<file path="src/rtl/fifo_pkg.sv">
// Constants and Gray-code helpers shared by the read side, write side and memory of the async FIFO.
// The helpers work on zero-extended 32-bit values, so any pointer width up to 32 bits can use them.
package fifo_pkg;

    localparam int DSIZE_DEF = 8;
    localparam int ASIZE_DEF = 4;
    localparam int GW        = 32;

    function automatic logic [GW-1:0] bin2gray(input logic [GW-1:0] b);
        return b ^ (b >> 1);
    endfunction

    // A zero-extended Gray value decodes to the same binary value as its narrow form.
    function automatic logic [GW-1:0] gray2bin(input logic [GW-1:0] g);
        logic [GW-1:0] b;
        b[GW-1] = g[GW-1];
        for (int i = GW - 2; i >= 0; i--) begin
            b[i] = b[i+1] ^ g[i];
        end
        return b;
    endfunction

endpackage

</file>
<file path="src/rtl/fifo_rd_ctrl_sync.sv">
// Two-flop synchronizer for a Gray-coded pointer crossing into the clock domain of rclk.
module sync_w2r #(
    parameter int W = 5
) (
    input  logic         rclk,
    input  logic         rrst_n,
    input  logic [W-1:0] ptr_i,
    output logic [W-1:0] ptr_o
);

    logic [W-1:0] q1_q;
    logic [W-1:0] q2_q;

    always_ff @(posedge rclk or negedge rrst_n) begin
        if (!rrst_n) begin
            q1_q <= '0;
            q2_q <= '0;
        end else begin
            q1_q <= ptr_i;
            q2_q <= q1_q;
        end
    end

    assign ptr_o = q2_q;

endmodule

</file>
<file path="src/rtl/fifo_rd_ctrl.sv">
// Read-side controller of the async FIFO: read pointer, write-pointer synchronizer,
// empty/almost-empty flags, fill level, and a first-word-fall-through output register.
module fifo_rd_ctrl
    import fifo_pkg::*;
#(
    parameter int DSIZE     = DSIZE_DEF,
    parameter int ASIZE     = ASIZE_DEF,
    parameter int AE_THRESH = 2
) (
    input  logic             rclk,
    input  logic             rrst_n,
    input  logic [ASIZE:0]   wptr,
    output logic [ASIZE:0]   rptr,
    output logic [ASIZE-1:0] raddr,
    input  logic [DSIZE-1:0] mem_rdata,
    output logic [DSIZE-1:0] rd_data,
    output logic             rd_valid,
    input  logic             rd_ready,
    output logic             rempty,
    output logic             raempty,
    output logic [ASIZE:0]   rlevel
);

    localparam int PW = ASIZE + 1;

    logic [PW-1:0]    wq2;
    logic [PW-1:0]    rbin_q, rbin_d;
    logic [PW-1:0]    rptr_q, rgray_d;
    logic [PW-1:0]    rlevel_q, rlevel_d;
    logic             rempty_q;
    logic             rd_valid_q, rd_valid_d;
    logic [DSIZE-1:0] rd_data_q, rd_data_d;
    logic             load;

    sync_w2r #(.W(PW)) u_sync_w2r (
        .rclk   (rclk),
        .rrst_n (rrst_n),
        .ptr_i  (wptr),
        .ptr_o  (wq2)
    );

    // Empty and level look at the post-pop pointer, so a pop on this edge is already accounted for.
    always_comb begin
        load       = !rempty_q && (!rd_valid_q || rd_ready);
        rbin_d     = rbin_q + PW'(load);
        rgray_d    = PW'(bin2gray(GW'(rbin_d)));
        rlevel_d   = PW'(gray2bin(GW'(wq2))) - rbin_d;
        rd_data_d  = rd_data_q;
        rd_valid_d = rd_valid_q;
        if (load) begin
            rd_data_d  = mem_rdata;
            rd_valid_d = 1'b1;
        end else if (rd_valid_q && rd_ready) begin
            rd_valid_d = 1'b0;
        end
    end

    always_ff @(posedge rclk or negedge rrst_n) begin
        if (!rrst_n) begin
            rbin_q     <= '0;
            rptr_q     <= '0;
            rlevel_q   <= '0;
            rempty_q   <= 1'b1;
            rd_valid_q <= 1'b0;
            rd_data_q  <= '0;
        end else begin
            rbin_q     <= rbin_d;
            rptr_q     <= rgray_d;
            rlevel_q   <= rlevel_d;
            rempty_q   <= (rgray_d == wq2);
            rd_valid_q <= rd_valid_d;
            rd_data_q  <= rd_data_d;
        end
    end

    assign rptr     = rptr_q;
    assign raddr    = rbin_q[ASIZE-1:0];
    assign rd_data  = rd_data_q;
    assign rd_valid = rd_valid_q;
    assign rempty   = rempty_q;
    assign rlevel   = rlevel_q;
    assign raempty  = (rlevel_q <= PW'(AE_THRESH));

endmodule

</file>
<file path="config.mk">
export PLATFORM = sky130hd
export DESIGN_NAME = fifo_rd_ctrl
export DESIGN_NICKNAME = d
export VERILOG_FILES = /design/src/rtl/fifo_pkg.sv /design/src/rtl/fifo_rd_ctrl_sync.sv /design/src/rtl/fifo_rd_ctrl.sv
export SDC_FILE = /design/constraint.sdc
export NUM_CORES = 1
export LEC_CHECK = 0
export CAP_MARGIN = 20
export CORE_MARGIN = 2
export CORE_UTILIZATION = 30
export CTS_CLUSTER_SIZE = 12
export DETAILED_ROUTE_END_ITERATION = 7
export PLACE_DENSITY_LB_ADDON = 0.25
export REMOVE_ABC_BUFFERS = 1
export SLEW_MARGIN = 20
export SYNTH_ARGS = -nofsm -noshare
export SYNTH_HDL_FRONTEND = slang
export SYNTH_SLANG_ARGS = --single-unit
</file>
<file path="constraint.sdc">
create_clock -name rclk -period 4 [get_ports rclk]
set_clock_uncertainty 0.15 [all_clocks]
set_input_delay 1 -clock rclk [delete_from_list [all_inputs] [get_ports rclk]]
set_output_delay 1 -clock rclk [all_outputs]
set_load 0.01 [all_outputs]
</file>
==> results of run 1 <==
==> per-layer routing <==
layer  up-vias  routed length (microns)  part of all wire [%]
met3         8                      136                   5.4
met5         -                        0                     0
li1        444                        -                     -
met1       432                     1090                    44
met4         0                       64                   2.6
met2        24                     1210                    48
==> flip-flops by register name, indices dropped and copies added (netlist names) <==
name              count
rd_valid              1
rlevel                5
rptr                  4
rbin_q                5
rd_data               8
u_sync_w2r.q1_q       5
rempty                1
u_sync_w2r.ptr_o      5
==> area by class of cell <==
type | instances | area share (%)
repair buffers | 43 | 21.0
flip-flops and latches | 34 | 42.3
inverters | 10 | 1.86
clock buffers | 7 | 4.29
clock inverters | 1 | 0.249
multi-input cells | 61 | 26.9
well taps | 54 | 3.36
==> critical path, delay by kind of cell <==
| family | cells | cell delay (ns) |
|---|---|---|
| xor+xnor | 2 | 0.31 |
| fa+ha+maj | 3 | 0.83 |
| compound gates | 4 | 0.63 |
| simple gates | 1 | 0.07 |
| buf+inv | 3 | 0.61 |
==> stage by stage <==
| stage | area (sq um) | power [mW] | hold WS (ns) | util (%) |
|---|---|---|---|---|
| 2_1_floorplan | 1430 | 1.06 | 0.181 | - |
| 3_3_place_gp | 1920 | 1.41 | 0.183 | 41.2 |
| 3_5_place_dp | 1920 | 1.43 | 0.185 | 41.2 |
| 4_1_cts | 2010 | 1.69 | 0.200 | 43.2 |
| 5_1_grt | 2010 | 1.79 | 0.207 | 43.2 |
| 6_report | 2010 | 1.66 | 0.199 | 43.2 |
==> cells in the final DEF, fill, tap and decap left out, types with 2 or more instances in the layout <==
master and count:
xnor2_1 10, xor2_2 2, clkbuf_8 6, nand3_1 2, nor2_1 4, inv_1 10, ha_1 5, buf_4 3
dfrtp_1 33, nand2_1 3, xor2_1 9, mux2_2 8, clkdlybuf4s50_1 40, o21ai_0 2, a21oi_1 3
==> kinds of logic after synthesis <==
family                     count (synthesis)  synth area share [%]
adders and majority gates                  7                  6.47
DFF                                       34                  59.5
muxes                                      9                  7.08
xor gates and xnor gates                  22                  15.0
and+or+nand+nor                           12                  4.02
AOI/OAI and AO/OA                         11                  5.25
buffers and inverters                     10                  2.62
==> path summary, 6_finish.rpt <==
| path | slack, ns | from | endpoint | cells after the start |
|---|---|---|---|---|
| max in group asynchronous | 2.40 | rrst_n | rempty | 2 |
| worst max-delay path | 0.55 | rd_ready | rlevel[3] | 13 |
| worst max register to register | 1.39 | rd_valid | rlevel[3] | 11 |
| worst min register to register | 0.20 | u_sync_w2r.q1_q[4] | u_sync_w2r.ptr_o[4] | 0 |
| min in group asynchronous | 0.97 | rrst_n | u_sync_w2r.ptr_o[2] | 2 |
| worst min-delay path | 0.20 | u_sync_w2r.q1_q[4] | u_sync_w2r.ptr_o[4] | 0 |
==> where the power goes <==
group | total (mW) | switching, mW | internal [mW]
Combinational | 0.862 | 0.395 | 0.467
Sequential | 0.547 | 0.0774 | 0.470
Clock | 0.255 | 0.116 | 0.139
Total | 1.66 | 0.589 | 1.08
==> out/metrics.csv, run 1 <==
metric,value,unit
proportion of netlist area held by the largest area contributor,57.7,%
Clock Tree Buf Depth,2,
most prevalent standard cell on the critical path,ha_1,
average wire per cell in the routed design,11.9,microns
number of antenna violations at the first check in global routing,0,
antenna diode count,0,
vertical die dimension,73.1,microns
power density over cell area,827,nW/um^2
area inside the core boundary,4660,sq um
clock sink count,34,
most utilized layer in the global route result,met2,
number of enable flip-flop cells after synthesis,0,
Avg Vias per Cell,4.32,
total placed cells including tap cells,202,
total wire length after detailed routing,2500,microns
CTS Root Buffer Type,clkbuf_8,
arrival time of the worst setup path,3.46,ns
first-pass GRT wire length,4110,microns
final-stage net count,177,
Post-Synthesis Mean Instance Area,13.6,sq um
delay contributed by the slowest stage of the critical path,0.47,ns
remaining max-slew budget at the tightest pin,71.6,%
fraction of met2 tracks used by global routing,17.0,%
startpoint kind of the worst setup timing path,primary input,
DIE AREA,5340,sq um
leading cell types by total area after synthesis,"dfrtp_1 58%, mux2_2 6.3%, xnor2_1 6.1%",
setup slack after placement,0.277,ns
asr flop ratio synth,100,%
number of top-level pins,41,
number of optimization iterations in the first detailed-route pass,3,
Global Route met3 Usage,3.87,%
number of distinct standard cells referenced by the synthesized netlist,26,
max-cap violations,0,
final routed DRC violation total,0,
GRT Overall Usage,10.5,%
most common flop cell mapped by yosys,dfrtp_1,
Post-Syn Area,1430,sq um
post-cts resize count,0,
TritonCTS clock tree,done,
final number of max-transition violations,0,
final weighted congestion of routability-driven global placement,0.775,
final hold violations,0,
total number of yosys warnings,0,
DRC marker count from the first detailed-route iteration,32,
initial standard-cell utilization of the core,30.7,%
row cnt,25,
overflow left after global routing,0,
library cell with the largest summed area after synthesis,dfrtp_1,
highest clock frequency the design can meet,0.290,GHz
final HPWL from detailed placement,1910,microns
P_leak,0.873,nW
met1 demand-to-capacity share in global routing,11.7,%
number of endpoints failing setup at the final stage,0,
cells along the critical path,clkdlybuf4s50_1 -> inv_1 -> a21oi_2 -> ha_1 -> ha_1 -> xor2_2 -> inv_1 -> ha_1 -> a21oi_1 -> o21ai_0 -> a21oi_1 -> nor2_1 -> xor2_1,
Port-buffer cells,40,
endpoint type of the worst setup path,flop,
crit path max fanout,5,
combined flip-flop and latch cell area,852,sq um
sequential element share of the synthesized area,59.5,%
pin count of the biggest net entering global routing,35,
fraction of layout instances using a drive strength above 1,15.4,%
routed via count,908,
die outline width,73.1,microns
worst min-delay path category,flop to flop,
fill count,418,
relative area change from synthesis to final layout,40.6,%
clock transition at the registers of the reported paths,0.06,ns
area of combinational cells with multiple inputs,542,sq um
accumulated negative setup slack,0,ns
actual transition at the worst max-transition pin,0.426,ns
number of CTS-inserted buffers,5,
RSZ-0062 raised after global routing,no,
clock latency on the worst-skew pair,0.28,ns
via count of the first global-routing pass,908,
hold buffer count at CTS,0,
critical path's slowest cell,clkdlybuf4s50_1,
critical path start-end classification,primary input to flop,
time the worst path needs with I/O delays and setup,3.45,ns
most frequent cell after synthesis,dfrtp_1,
total setup buffers inserted after CTS,0,
result of the run,completed,
total of flip-flops plus latches after synthesis,34,
instance count of the mapped netlist,105,
worst ir drop on vdd,236,uV
final clock period utilization by the worst path,86.3,%
post-route setup slack,0.547,ns
CP Data Required Time,4.00,ns
H-tree depth,2,
leading post-synthesis cells by instance count,"33 x dfrtp_1, 10 x inv_1, 10 x xnor2_1, 9 x xor2_1, 8 x mux2_2",
antenna violation net count after detailed routing,0,
non-filler instance count after layout,210,
Power figures use the tool's default switching activity.
==> run 2, diff against run 1 <==
- CTS_CLUSTER_DIAMETER: default -> 80
==> results of run 2 <==
Same layout as run 1: the final DEF is identical, and so are final timing and power.
